File: config.mk
export PLATFORM = sky130hd
export DESIGN_NAME = pulse_event_arbiter
export DESIGN_NICKNAME = d
export VERILOG_FILES = /design/src/rtl/pulse_event_arbiter.sv
export SDC_FILE = /design/constraint.sdc
export NUM_CORES = 1
export LEC_CHECK = 0
export ABC_CLOCK_PERIOD_IN_PS = 8900
export CAP_MARGIN = 20
export CORE_ASPECT_RATIO = 1.2
export CORE_UTILIZATION = 45
export CTS_CLUSTER_DIAMETER = 150
export DETAILED_ROUTE_END_ITERATION = 10
export GPL_TIMING_DRIVEN = 0
export SYNTH_ARGS = -nofsm -noshare
export SYNTH_HDL_FRONTEND = slang
export SYNTH_SLANG_ARGS = --single-unit
File: constraint.sdc
create_clock -name clk -period 8.9 [get_ports clk]
set_input_delay 1.78 -clock clk [delete_from_list [all_inputs] [get_ports clk]]
set_output_delay 1.78 -clock clk [all_outputs]
set_load 0.02 [all_outputs]
File: src/rtl/pulse_event_arbiter.sv
// Turns single-cycle event pulses into sticky pending bits and serves their
// indices one at a time, round-robin, over a valid/ready handshake.
module pulse_event_arbiter #(
  parameter int WIDTH = 9,
  parameter int IDX_W = 4,
  parameter int CNT_W = 16
) (
  input  logic             clk,
  input  logic             rst,
  input  logic [WIDTH-1:0] pulse_in,
  output logic [WIDTH-1:0] pending_out,
  output logic [IDX_W-1:0] m_index,
  output logic             m_valid,
  input  logic             m_ready,
  input  logic             count_clr,
  output logic [CNT_W-1:0] coalesce_count
);

  localparam int PC_W  = $clog2(WIDTH + 1);
  localparam int SUM_W = CNT_W + PC_W;

  function automatic logic [PC_W-1:0] popcount(input logic [WIDTH-1:0] v);
    logic [PC_W-1:0] n;
    n = '0;
    for (int i = 0; i < WIDTH; i++) n = n + PC_W'(v[i]);
    return n;
  endfunction

  function automatic logic [CNT_W-1:0] sat_add(input logic [CNT_W-1:0] base,
                                                input logic [PC_W-1:0]  inc);
    logic [SUM_W-1:0] sum;
    sum = SUM_W'(base) + SUM_W'(inc);
    if (sum > SUM_W'({CNT_W{1'b1}})) return '1;
    return sum[CNT_W-1:0];
  endfunction

  logic [WIDTH-1:0] pend_p1;
  logic [CNT_W-1:0] cnt_p1;
  logic [IDX_W-1:0] rr_p1;
  logic [IDX_W-1:0] idx_p2;
  logic             vld_p2;

  logic             ack;
  logic [WIDTH-1:0] ack_mask;
  logic [WIDTH-1:0] cand;
  logic [IDX_W-1:0] rr_base;
  logic             found;
  logic [IDX_W-1:0] sel;

  assign ack      = vld_p2 & m_ready;
  assign ack_mask = ack ? (WIDTH'(1) << idx_p2) : '0;
  assign cand     = pend_p1 & ~ack_mask;
  // On an accept the search already starts after the index just taken.
  assign rr_base  = ack ? ((idx_p2 == IDX_W'(WIDTH - 1)) ? '0 : idx_p2 + IDX_W'(1))
                        : rr_p1;

  always_comb begin
    int pos;
    found = 1'b0;
    sel   = idx_p2;
    pos   = 0;
    for (int k = 0; k < WIDTH; k++) begin
      pos = int'(rr_base) + k;
      if (pos >= WIDTH) pos = pos - WIDTH;
      if (!found && cand[pos]) begin
        found = 1'b1;
        sel   = IDX_W'(pos);
      end
    end
  end

  // Stage 1: sticky pending levels, coalesce counter, round-robin pointer
  always_ff @(posedge clk) begin
    if (rst) begin
      pend_p1 <= '0;
      cnt_p1  <= '0;
      rr_p1   <= '0;
    end else begin
      pend_p1 <= cand | pulse_in;
      cnt_p1  <= sat_add(count_clr ? '0 : cnt_p1, popcount(pulse_in & cand));
      if (ack) rr_p1 <= rr_base;
    end
  end

  // Stage 2: presented index; refills only when empty or being accepted
  always_ff @(posedge clk) begin
    if (rst) begin
      vld_p2 <= 1'b0;
      idx_p2 <= '0;
    end else if (!vld_p2 || ack) begin
      vld_p2 <= found;
      if (found) idx_p2 <= sel;
    end
  end

  assign pending_out    = pend_p1;
  assign m_index        = idx_p2;
  assign m_valid        = vld_p2;
  assign coalesce_count = cnt_p1;

endmodule

=== Word level (Yosys, flattened, before mapping) ===
Index checks and enable logic that the tools add are counted.

* Register bits: 34
* Input port bits: 13
* Output and inout port bits: 30
* Logic and storage cells: 140

* Add/subtract/negate cells: 27
* $lt $le $gt $ge: 19
* Eq/ne operators: 1
* Shift operators: 1
* Mux-type cells: 62
* Bitwise logic cells: 5
* Reduce and logical (&&, ||, !) cells: 20

{| class="wikitable"
|+ Operators with widths
! cell !! count
|-
| $lt A32 B6 Y1 const B || 9
|-
| $mux W32 || 9
|-
| $mux W16 || 3
|-
| $sub A5 B4 Y6 const B || 8
|-
| $mux W4 || 11
|-
| $ge A5 B4 Y1 const B || 8
|-
| $bmux W1 S4 || 9
|-
| $mux W1 || 29
|-
| $add A4 B1 Y4 || 5
|-
| $add A4 B3 Y5 const B || 4
|-
| $and A9 B9 Y9 || 2
|-
| $add A16 B4 Y17 || 1
|-
| $gt A17 B16 Y1 const B || 1
|-
| $add A4 B2 Y5 const B || 2
|-
| $logic_not A1 Y1 || 9
|-
| $mux W9 || 1
|-
| $not A9 Y9 || 1
|-
| $or A9 B9 Y9 || 1
|-
| $reduce_bool A9 Y1 || 1
|-
| $shl A1 B4 Y9 const A || 1
|-
| $logic_and A1 B1 Y1 || 8
|-
| $add A4 B1 Y5 const B || 1
|-
| $add A4 B4 Y5 const B || 1
|-
| $sub A4 B4 Y5 const B || 1
|-
| other kinds (9) || 9
|}

=== Depth between registers and ports, before layout ===
* Depth in word-level cells: 34
* Gate-level depth with buffers: 24
* Depth with buffers taken out: 22

=== Worst setup path after synthesis ===
OpenSTA, ideal clock, no wires.

* Path kind: input to register
* From: in m_ready
* To: reg idx_p2[0], in the netlist m_index[0]
* Library setup time: 73 ps
* Data arrival time: 6480 ps
* Data required time: 8827 ps
* Setup slack: 2347 ps
* Stages: 22
* Path buffers: 6
* Cell sequence: buf_4 buf_6 a21bo_2 and2_1 clkbuf_1 clkbuf_1 ha_1 inv_1 ha_1 a21oi_1 clkbuf_1 o21ai_0 mux2i_1 or4b_1 o211ai_2 nor4bb_4 and3_1 buf_6 a41oi_4 o21ai_2 or4b_1 o211ai_2

* Cells in the longest elaborated chain, start to end: 33
* Elaborated cells between the ends (all ways): 104
* Those cells by class: add/sub: 17; order compare: 9; mux: 56; bitwise: 3; reduce/logical: 19

{| class="wikitable"
|+ Ends and longest elaborated chain
! what !! line !! text
|-
| from (decl) || 14 || <nowiki>input logic m_ready,</nowiki>
|-
| $and A1 B1 Y1 * || 50 || <nowiki>assign ack = vld_p2 & m_ready;</nowiki>
|-
| parallel branches: the longest is 32 deep, another holds $sub A5 B4 Y6 || n/a ||
|-
| to (signal assigned) || 92 || <nowiki>if (found) idx_p2 <= sel;</nowiki>
|-
| to (decl) || 40 || <nowiki>logic [IDX_W-1:0] idx_p2;</nowiki>
|}

Mark *: on every way between the ends. The select of a mux whose other input is x is not followed.
A chain may end at the register's enable or synchronous reset.

=== Worst setup path in the final report ===
* From: in m_ready
* To: reg idx_p2[2], in the netlist m_index[2]

The elaborated chain is that of the path after synthesis.

==> metrics.md <==
| Metric | Value |
|---|---|
| Leak | around 2.5 nW |
| Final setup violation count | 0 |
| Achievable Freq | 0.117 GHz |
| Placed Area | ~6100 um2 |
| Worst EP arrival | 8.75 ns |
| Setup bufs post-CTS | 0 |
| Synth top cells by count | 66 x a21oi_1, 64 x nand2_1, 64 x nor2_1 |
| Drt drc | 0 |
| Post-synth EDFFs | 0 |
| Initial antenna violation count | 0 |
| Crit share post-route | 95.7% |
| Die Wd | a little over 100 um |
| Max-cap violations | 0 |
| Ys async rst share | 0% |
| GPL Wtd Cong | ~0.94 |
| Critical path's slowest cell | clkbuf_1 |
| DRT antenna net count | 0 |
| CTS clk-pin slew, worst paths | approximately 0.060 ns |
| Layout cells sized above 1 | 11.1% |
| Total wire length | between 20000 and 25000 um |
| Ports | 43 |
| Largest area contributor in the netlist | dfxtp_1 |
| Most frequent CP cell | clkbuf_1 |
| Die Y | between 100 and 150 um |
| GR Util met1 | between 40% and 50% |
| Fin Clk Skew | about 0.0048 ns |
| Outcome | finished, final reports clean |
| Hold Path Class | reg -> reg |
| Post-route design area | roughly 6300 um2 |
| Peak supply drop | about 0.16 mV |
| Worst Setup SP | m_ready |
| Area Growth Syn to Fin | 14.1% |
| Top-area cell type share of the netlist area | between 10% and 20% |
| CP Launch Type | primary input |
| Worst path required time | 9.13 ns |
| GR peak layer | met2 |
| # clock sinks | 34 |
| Clock Latency Late Sink | 0.28 ns |
| Prevailing post-synth register cell | dfxtp_1 |
| Final cell count without fillers | around 940 |
| Fin crit period | about 8.5 ns |
| Syn Area/Cell | 7.63 um2 |
| Top cells by area, synth | dfxtp_1 12%, ha_1 7.5%, a21oi_1 6.0% |
| CP Class | in -> reg |
| Buffer depth of the longest clock path | 2 |
| Count of yosys warnings during synthesis | 0 |
| Full die area | 12700 um2 |
| CP max stage delay | between 0.8 and 0.9 ns |
| WL/cell | ~23 um |
| Met3 Track Usage GR | between 5 and 6% |
| Yosys cell types | 99 |
| GRT met2 Usage | 54.9% |
| Worst-Margin Slew | roughly 1.2 ns |
| First-pass GRT wire length | roughly 32000 um |
| Hold path start | coalesce_count[15] |
| RSZ-0062 raised after global routing | false |
| Initial DRC count | approximately 540 |
| Post-cts hold buffer count | 0 |
| TritonCTS Buffers | 5 |
| GRT overflow | 0 |
| Fin. Hold Viols | 0 |
| Seq cells post-synth | 34 |
| Syn Nets | between 700 and 800 |
| Worst Path Max Fanout | 16 |
| Hold Path Depth | 2 |
| 1st-pass router iterations | 6 |
| Mapped Cells | between 700 and 800 |
| Initial Util | a little under half |
| Number of vias in the routed layout | 6124 |
| Post-detail-place hpwl | around 16000 um |
| CP cell instances | clkdlybuf4s50_1 > buf_4 > buf_6 > a21bo_2 > and2_1 > clkbuf_1 > clkbuf_1 > ha_1 > inv_1 > ha_1 > a21oi_1 > clkbuf_1 > o21ai_0 > mux2i_1 > or4b_1 > o211ai_2 > nor4bb_4 > nand2_1 > nor2_1 > mux2_2 > a21oi_1 > o221a_2 |
| Final Max Tran Viols | 0 |
| Core area | approximately 12000 um2 |
| Setup_tns | 0 ns |
| Largest net degree at the start of global routing | 17 |
| PostCTS Resize Cnt | 0 |
| Cell Area, Synth | 5530 um2 |
| Reg2Reg Depth | 21 |
| Antenna Cells | 0 |
| Worst setup EP type | flip-flop |
| Nets | a little over 800 |
| Worst slew margin | 20.6% |
| Tot GR Track Use | around a third |
| Placed cells | between 900 and 1000 |
| Seq/Total Area, Yosys | approximately an eighth |
| Pwr dens | between 200 and 300 nW/um2 |
| Vias in the first global route | 5745 |
| H-Tree Depth | 2 |
| CTS tree | done |
| Vias/cell | roughly 6.5 |
| Count leader, synth | a21oi_1 |
| Rows | 44 |
| R2r startpoint | m_index[0] |
| # port buffers | approximately 40 |
| Root Buffer Master | clkbuf_16 |
-- sequential cells by signal, indices dropped and copies added, names as in the netlist --
name,flops
coalesce_count,16
m_index,4
m_valid,1
pending_out,9
rr_p1,4
-- report_power, final --
group          switching (mW)  total (mW)  internal [mW]
clock                  0.0711       0.203          0.132
sequential             0.0233       0.193          0.170
combinational           0.860        1.38          0.521
-- stage by stage --
step | hold WS [ns] | utilization (%) | power [mW] | setup slack [ns]
finish | 0.612 | 52.4 | 1.78 | 0.381
global route | 0.651 | 52.4 | 1.88 | 0.199
CTS | 0.603 | 52.4 | 1.74 | 0.636
detailed placement | 0.589 | 51.0 | 1.53 | 0.391
global placement | 0.569 | 51.0 | 1.52 | 0.440
floorplan | 0.632 | - | 1.18 | 2.35
-- path summary, 6_finish.rpt --
path | slack (ns) | to
max | 0.38 | m_index[2]
min | 0.61 | coalesce_count[15]
max reg2reg | 1.52 | m_index[2]
min reg2reg | 0.61 | coalesce_count[15]
-- layout make-up --
| type | instances | area (um2) |
|---|---|---|
| inverters | 27 | 104 |
| plain buffers | 35 | 204 |
| clock inverters | 3 | 45.0 |
| fillers | 1178 | 5740 |
| well taps | 161 | 201 |
| flip-flops and latches | 34 | 681 |
| clock buffers | 5 | 125 |
| multi-input cells | 629 | 4550 |
| repair buffers | 41 | 410 |
-- layout by cell type (no fill, tap or decap), types with 8 or more instances in the layout --
master,n
a21o_1,13
and3_1,9
o21a_1,14
nor2_1,64
dfxtp_1,34
nor3_1,23
o211ai_1,14
ha_1,33
nand3_1,16
a21oi_1,66
inv_1,22
o31ai_1,8
clkbuf_1,15
nand2_1,64
xnor2_1,20
o21ai_0,33
a31oi_1,8
a211oi_1,11
and2_1,14
mux2i_1,17
clkdlybuf4s50_1,41
nand2b_1,16
nand4_1,8
nor2b_1,15
-- critical path, delay by kind of cell --
family,cells,cell delay (ns)
compound gates,6,1.55
fa+ha+maj,2,0.48
buf+inv,7,2.58
mux,2,0.83
simple gates,5,1.51
-- cells by family after synthesis --
group	after synthesis	share of synthesized area, %
buf+inv	62	5.56
simple gates	278	27.3
compound gates	255	33.0
fa+ha+maj	39	9.63
mux	31	7.71
flops	34	12.3
xor+xnor	26	4.52
-- metal layers --
metal  wire [um]  up-vias
met2        9700      317
met4        1380        0
met5           0        -
li1            -     2821
met1        8450     2893
met3        1620       93
Note: power is estimated with default switching activity, not from simulation.
